### config.mk
export PLATFORM = sky130hd
export DESIGN_NAME = run_ctrl
export DESIGN_NICKNAME = d
export VERILOG_FILES = /design/src/rtl/run_ctrl.sv
export SDC_FILE = /design/constraint.sdc
export NUM_CORES = 1
export LEC_CHECK = 0
export CORE_MARGIN = 2
export CORE_UTILIZATION = 55
export CTS_CLUSTER_SIZE = 40
export DETAILED_ROUTE_END_ITERATION = 12
export PLACE_DENSITY_LB_ADDON = 0.15
export SETUP_SLACK_MARGIN = 0.5
export SLEW_MARGIN = 30
export SYNTH_ARGS = -nofsm -noshare
export SYNTH_HDL_FRONTEND = slang
export SYNTH_SLANG_ARGS = --single-unit
### constraint.sdc
create_clock -name clk -period 5.2 [get_ports clk]
set_clock_uncertainty 0.05 [all_clocks]
set_input_delay 0.78 -clock clk [delete_from_list [all_inputs] [get_ports clk]]
set_output_delay 0.78 -clock clk [all_outputs]
set_load 0.01 [all_outputs]
### src/rtl/run_ctrl.sv
// run_ctrl: run-control and watchdog block for the top-level bench.
// Watches NCH commit/halt channels and NERR error sources. It also keeps a
// global cycle timeout and a no-commit (deadlock) watchdog. It raises one
// sticky finish with a cause code and the index of the event that caused it.
module run_ctrl #(
    parameter int NCH            = 8,
    parameter int NERR           = 3,
    parameter int TO_W           = 32,
    parameter int TIMEOUT_CYCLES = 1000000000,
    parameter int STALL_LIMIT    = 100000,
    parameter int DRAIN_CYCLES   = 5
) (
    input  logic            clk,
    input  logic            rst,
    input  logic [NCH-1:0]  commit_valid,
    input  logic [NCH-1:0]  halt,
    input  logic [NERR-1:0] err,
    output logic            finish,
    output logic [2:0]      finish_code,
    output logic [7:0]      evt_idx,
    output logic [63:0]     cycle_count,
    output logic [63:0]     commit_count
);

    localparam int CNT_W = $clog2(NCH + 1);

    localparam logic [TO_W-1:0] TO_INIT    = TO_W'(TIMEOUT_CYCLES);
    localparam logic [31:0]     STALL_LAST = 32'(STALL_LIMIT - 1);
    localparam logic [31:0]     DRAIN_LOAD = 32'(DRAIN_CYCLES - 1);

    localparam logic [2:0] CODE_HALT    = 3'd1;
    localparam logic [2:0] CODE_ERROR   = 3'd2;
    localparam logic [2:0] CODE_TIMEOUT = 3'd3;
    localparam logic [2:0] CODE_STALL   = 3'd4;

    typedef enum logic [1:0] {
        S_RUN   = 2'd0,
        S_DRAIN = 2'd1,
        S_DONE  = 2'd2
    } state_t;

    // The channel and source indices are reported in 8 bits, so wider
    // configurations cannot be represented.
    if (NCH < 1 || NCH > 256 || NERR < 1 || NERR > 256) begin : g_param_check
        $error("run_ctrl: NCH and NERR must lie in 1..256");
    end

    state_t          state;
    state_t          state_next;
    logic [TO_W-1:0] to_cnt;
    logic [31:0]     stall_cnt;
    logic [31:0]     drain_cnt;
    logic [2:0]      code_q;
    logic [2:0]      code_next;
    logic [7:0]      idx_q;
    logic [7:0]      idx_next;

    // Index of the lowest set halt bit. The scan runs downwards so that
    // the lowest set bit is the last one written.
    function automatic logic [7:0] lowest_halt(input logic [NCH-1:0] v);
        logic [7:0] idx;
        idx = '0;
        for (int i = NCH - 1; i >= 0; i--) begin
            if (v[i]) begin
                idx = 8'(i);
            end
        end
        return idx;
    endfunction

    // Index of the lowest set error bit.
    function automatic logic [7:0] lowest_err(input logic [NERR-1:0] v);
        logic [7:0] idx;
        idx = '0;
        for (int i = NERR - 1; i >= 0; i--) begin
            if (v[i]) begin
                idx = 8'(i);
            end
        end
        return idx;
    endfunction

    // Number of channels that commit in this cycle.
    function automatic logic [CNT_W-1:0] popcount(input logic [NCH-1:0] v);
        logic [CNT_W-1:0] n;
        n = '0;
        for (int i = 0; i < NCH; i++) begin
            n = n + CNT_W'(v[i]);
        end
        return n;
    endfunction

    // State register: reset always returns to RUN, wherever the block was.
    always_ff @(posedge clk) begin
        if (rst) begin
            state <= S_RUN;
        end else begin
            state <= state_next;
        end
    end

    // Next state and latched cause. In RUN the priority is halt, then
    // error, then timeout, then stall.
    always_comb begin
        state_next = state;
        code_next  = code_q;
        idx_next   = idx_q;
        case (state)
            S_RUN: begin
                if (halt != '0) begin
                    state_next = S_DONE;
                    code_next  = CODE_HALT;
                    idx_next   = lowest_halt(halt);
                end else if (err != '0) begin
                    if (DRAIN_CYCLES == 0) begin
                        state_next = S_DONE;
                    end else begin
                        state_next = S_DRAIN;
                    end
                    code_next = CODE_ERROR;
                    idx_next  = lowest_err(err);
                end else if (to_cnt == '0) begin
                    state_next = S_DONE;
                    code_next  = CODE_TIMEOUT;
                    idx_next   = '0;
                end else if (STALL_LIMIT != 0 && stall_cnt == STALL_LAST &&
                             commit_valid == '0) begin
                    state_next = S_DONE;
                    code_next  = CODE_STALL;
                    idx_next   = '0;
                end
            end
            S_DRAIN: begin
                if (drain_cnt == '0) begin
                    state_next = S_DONE;
                end
            end
            S_DONE: begin
                state_next = S_DONE;
            end
            default: begin
                state_next = S_RUN;
            end
        endcase
    end

    // Counters and cause registers. They update in RUN and DRAIN and are
    // frozen in DONE.
    always_ff @(posedge clk) begin
        if (rst) begin
            to_cnt       <= TO_INIT;
            stall_cnt    <= '0;
            drain_cnt    <= '0;
            code_q       <= '0;
            idx_q        <= '0;
            cycle_count  <= '0;
            commit_count <= '0;
        end else begin
            case (state)
                S_RUN: begin
                    to_cnt       <= (to_cnt == '0) ? '0 : to_cnt - 1'b1;
                    stall_cnt    <= (commit_valid != '0) ? '0 : stall_cnt + 32'd1;
                    commit_count <= commit_count + 64'(popcount(commit_valid));
                    cycle_count  <= cycle_count + 64'd1;
                    code_q       <= code_next;
                    idx_q        <= idx_next;
                    if (state_next == S_DRAIN) begin
                        drain_cnt <= DRAIN_LOAD;
                    end
                end
                S_DRAIN: begin
                    commit_count <= commit_count + 64'(popcount(commit_valid));
                    cycle_count  <= cycle_count + 64'd1;
                    if (drain_cnt != '0) begin
                        drain_cnt <= drain_cnt - 32'd1;
                    end
                end
                S_DONE: begin
                    cycle_count <= cycle_count;
                end
                default: begin
                    cycle_count <= cycle_count;
                end
            endcase
        end
    end

    // Outputs: finish is decoded from the state, and the cause comes from the
    // registers.
    always_comb begin
        finish      = (state == S_DONE);
        finish_code = code_q;
        evt_idx     = idx_q;
    end

    // Unknown halt or error inputs while running mean the bench is broken.
    a_no_x_events : assert property (@(posedge clk) disable iff (rst)
        (state == S_RUN) |-> !$isunknown({halt, err}));

endmodule

* After elaboration in Yosys (flattened, before gate mapping) *
Cells that the tools add are included.
W data, S select, Z words.

operators by class
  $add $sub $neg = 12
  equal/unequal tests = 6
  mux-type cells = 30
  reductions and logical operators = 14

operators by type and width
  cell                     count
  $mux W32                 4
  $mux W8                  13
  $add A64 B1 Y64 const B  1
  $add A64 B4 Y64          1
  $logic_not A32 Y1        2
  $pmux W32 S2             1
  $sub A32 B1 Y32 const B  2
  $add A32 B1 Y32 const B  1
  $eq A32 B17 Y1 const B   1
  $reduce_bool A32 Y1      1
  $add A4 B1 Y4            4
  $reduce_bool A8 Y1       2
  $mux W3                  5
  $mux W2                  6
  $logic_not A8 Y1         1
  $pmux W2 S3              1
  $add A3 B1 Y4            1
  $eq A2 B1 Y1 const B     2
  $ne A2 B2 Y1 const B     2
  $reduce_bool A4 Y1       1
  $add A2 B1 Y3            1
  $reduce_and A3 Y1        1
  $reduce_bool A3 Y1       1
  $add A1 B1 Y2            1
  6 further kinds          6

word-level totals
  register bits = 237
  input bits = 21
  output and inout bits = 140
  word-level logic and storage cells = 70

* Logic depth before layout (Yosys ltp) *
  word-level depth = 10
  depth in mapped cells = 14
  gate-level depth less buffers = 13

* Worst setup path before layout *
Ideal clock, no wire load.

  path kind = input-to-reg
  start point = in commit_valid[0]
  end point = reg commit_count[39]
  setup time = 0.128 ns
  arrival time = 4.103 ns
  slack = 0.919 ns
  stages = 13
  path buffers = 2
  cells stage by stage = fa_1 > inv_1 > fa_1 > fa_1 > fa_1 > nor2b_1 > o21ai_0 > a21boi_0 > clkbuf_1 > clkbuf_1 > o2111ai_1 > xor2_1 > nor2_1

between the ends
  cells in the longest elaborated chain, start to end = 8

ends and longest elaborated chain
  what                         RTL line  source
  start: declaration           15        input logic [NCH-1:0] commit_valid,
  $add A1 B1 Y2                88        n = n + CNT_W'(v[i]);
  $add A2 B1 Y3                88
  $add A3 B1 Y4                88
  $add A4 B1 Y4 (4 in series)  88
  $add A64 B4 Y64              163, 172
  end signal: assignment       163       commit_count <= commit_count + 64'(popcount(commit_valid));
  end signal: assignment       172       commit_count <= commit_count + 64'(popcount(commit_valid));
  end: declaration             22        output logic [63:0] commit_count

No other way between the ends.
A chain may end at the register's enable or synchronous reset.

* Final worst setup path *
  start point = in commit_valid[0]
  end point = reg commit_count[36]

Same word-level chain as after synthesis.

==> results by group <==
Power
  • Pwr Density: 301 nW/um^2
  • Leakage: 0.00469 uW
  • PnR Total Power: 4150 uW
  • Peak VDD IR: 258 uV

CTS
  • Post-CTS sizing: 0
  • Clock sinks: 232
  • Clock Latency Late Sink: 0.52 ns
  • CTS H-Tree Depth: 1
  • Post-CTS Setup Bufs: 0
  • CTS clk-pin slew, worst paths: roughly 0.060 ns
  • Post-CTS Hold Fix Bufs: 0
  • CTS tree: done
  • CTS Root Cell: clkbuf_16
  • Number of CTS-inserted buffers: 26
  • Max Root-Sink Buffers: 3

Critical path
  • CP Cell Sequence: clkdlybuf4s50_1 > fa_1 > inv_1 > fa_1 > fa_1 > fa_1 > inv_1 > fa_1 > a21o_1 > a21oi_1 > nor4_2 > buf_4 > nand3_1 > xor2_1 > nor2_1
  • Kind of critical path: in2reg
  • R2R Path End: commit_count[36]
  • CP startpoint kind: input port
  • Critical Path Sink Type: flop
  • Worst EP required: between 5 and 6 ns
  • CP max stage cell: fa_1
  • CP top delay family: adder cells
  • CP Max Fanout: 20
  • CP dominant cell by count: fa_1
  • Largest stage delay on the critical path: approximately 0.6 ns
  • Worst r2r path cells: 13
  • Reg-to-Reg Start: commit_count[0]
  • WP buf/inv: 4
  • Worst R2R Setup Slack: 1.71 ns
  • CP Data Arrival Time: 4.76 ns

Floorplanning
  • Io pins: 161
  • Initial Utilization: 56.4%
  • Placeable Area: 19700 sq um
  • Die height: 146 um
  • Die ar.: approximately 21000 sq um
  • # rows: 51
  • Die width: roughly 150 um

Routing
  • Drt first pass iters: 4
  • Via count: about 10k
  • DRT iter0 DRCs: roughly 540
  • Detailed-route wire length: 27100 um
  • Routed Antenna Nets: 0
  • DR vias/cell: 5.74
  • DR WL/cell: 15.4 um
  • Final routed DRC violation total: 0

Outcome
  • Status: completed

Timing
  • RSZ-0062 raised after global routing: no
  • Minimum clock period: ~4.4 ns
  • Setup Viol. Count Final: 0
  • Fin crit share: ~85%
  • Fmax: 225 MHz
  • Slew Viols, Final: 0
  • TNS Setup: 0 ns
  • Slew margin rel.: 44.0%
  • Final Hold Viols: 0
  • Slew of the pin with the lowest slew margin: 0.841 ns
  • Final hold slack: 0.431 ns

Logic synthesis
  • Syn Std Cell Area: ~11000 sq um
  • Synth top area share: 41.9%
  • Syn. warnings: 0
  • Register area share after synthesis: 41.9%
  • Synth Area in Adders: between 2 and 2.5%
  • Synth area leaders: dfxtp_1 (42%), xor2_1 (7.7%), nor2_1 (6.5%)
  • Synth Flop Type: dfxtp_1
  • Syn Inst Count: 1329
  • Multiplexer share of the synthesized area: less than 1%
  • Async S/R FF share, synth: 0%
  • Library cells used by synthesis: between 60 and 70
  • Most frequent cell after synthesis: dfxtp_1
  • Cell taking the most area after synthesis: dfxtp_1
  • Main combinational cell family by area after synthesis: simple AND/OR/NAND/NOR gates
  • Simple-gate area share of the yosys netlist: between 20% and 30%
  • Compound-Gate Fraction of Synth Area: between 10% and 20%
  • Post-synthesis xor/xnor area fraction: 11.5%
  • Avg Cell Area, Syn: 8.34 sq um
  • List of most frequent post-synthesis cells: dfxtp_1 (232), nor2_1 (192), xor2_1 (98)
  • Number of synthesized flops with an enable pin: 0
  • Flops & latches, synth: between 200 and 250

Final layout
  • Area Overhead vs Synth: 24.2%
  • Fillers: around 1.6k
  • Layout Nets: between 1.5k and 2k
  • Finished Cell Area: 13800 sq um
  • Share of layout cells above drive strength 1: 5.31%
  • Area of the multi-input gates: around 6100 sq um
  • # diodes: 0
  • FF+latch area: 4640 sq um

Job
  • Max-capacitance violation count: 0

Hold path
  • Hold crit path type: reg2reg
  • Hold path startpoint: stall_cnt[1]
  • Hold EP: stall_cnt[1]
  • Hold Path Depth: 2

Global routing
  • GR Util met1: approximately 34%
  • Top Usage Layer GRT: met2
  • Vias in the first global route: 9416
  • Largest net degree at the start of global routing: 79
  • First-pass GRT wire length: 45500 um
  • Antenna violations before repair: 0
  • Met3 Use GR: 3.51%
  • Grt ovf: 0
  • M2 GR Usage: 40.6%
  • Tot GR Track Use: 24.7%

Place
  • Placer Congestion: 0.839
  • PortBufs: 155
  • Placed Area: between 10000 and 15000 sq um
  • DPL Wire Length: 18400 um
-- area by class of cell --
cell class,count,area share [%]
clock buffer,32,5.41
clock inverter,15,1.35
inverter,35,0.954
multi-input combinational,1007,44.3
sequential,232,33.7
tap,265,2.41
timing repair buffer,166,11.9
-- cell families (layout without fill, tap and decap cells) --
family,count (synthesis),after routing
compound gates,215,215
fa+ha+maj,17,17
mux,4,4
xor+xnor,146,146
other cells,1,5
flops,232,232
simple gates,620,620
buf+inv,94,248
-- per-layer routing --
layer / vias to the layer above / share of wire, %
li1: 5007 / -
met1: 4765 / 47
met2: 246 / 46
met3: 37 / 5.5
met4: 0 / 1.9
met5: - / 0
-- sequential cells by signal (all words and copies together) (netlist names) --
name          count
commit_count     64
cycle_count      64
drain_cnt        32
evt_idx           3
finish_code       3
stall_cnt        32
state             2
to_cnt           32
-- worst reg2reg max path, stage by stage (launching register included) --
cell	delay (ns)
dfxtp_1	0.35
inv_1	0.06
fa_1	0.52
fa_1	0.43
fa_1	0.42
inv_1	0.09
fa_1	0.20
a21o_1	0.12
a21oi_1	0.12
nor4_2	0.33
buf_4	0.30
nand3_1	0.14
xor2_1	0.17
nor2_1	0.06
-- cell usage in the layout, fill, tap and decap left out, types with 23 or more instances in the layout --
| cell | count |
|---|---|
| a21oi_1 | 73 |
| and3_1 | 27 |
| and4_1 | 23 |
| clkbuf_16 | 27 |
| clkdlybuf4s50_1 | 154 |
| dfxtp_1 | 232 |
| inv_1 | 35 |
| nand2_1 | 72 |
| nand3_1 | 72 |
| nand4_1 | 41 |
| nor2_1 | 191 |
| nor3_1 | 49 |
| nor4_1 | 33 |
| o21ai_0 | 70 |
| or3_1 | 53 |
| xnor2_1 | 48 |
| xor2_1 | 98 |
-- report_power, final --
| part | leakage [uW] | internal [uW] | switching (uW) |
|---|---|---|---|
| sequential | 0.00187 | 1810 | 34.3 |
| combinational | 0.00236 | 153 | 197 |
| clock | 0.000453 | 1210 | 741 |
-- stage by stage --
stage | utilization (%) | cells | setup WS, ns
3_5_place_dp | 65.3 | 1705 | 0.251
6_report | 70.0 | 1752 | 0.757
3_3_place_gp | 65.3 | 1705 | 0.306
4_1_cts | 70.0 | 1752 | 0.790
5_1_grt | 70.0 | 1752 | 0.570
2_1_floorplan | - | 1333 | 0.919
-- how the worst max path moves through the flow --
stage	startpoint	to	slack, ns	depth (start not counted)
after CTS	commit_valid[0]	commit_count[36]	0.79	15
after floorplan	commit_valid[0]	commit_count[39]	0.92	13
after global placement	commit_valid[0]	commit_count[46]	0.31	15
after detailed placement	commit_valid[0]	commit_count[60]	0.25	15
final	commit_valid[0]	commit_count[36]	0.76	15
after global routing	commit_valid[0]	commit_count[44]	0.57	15
No activity file was read; power rests on OpenSTA's default activity.
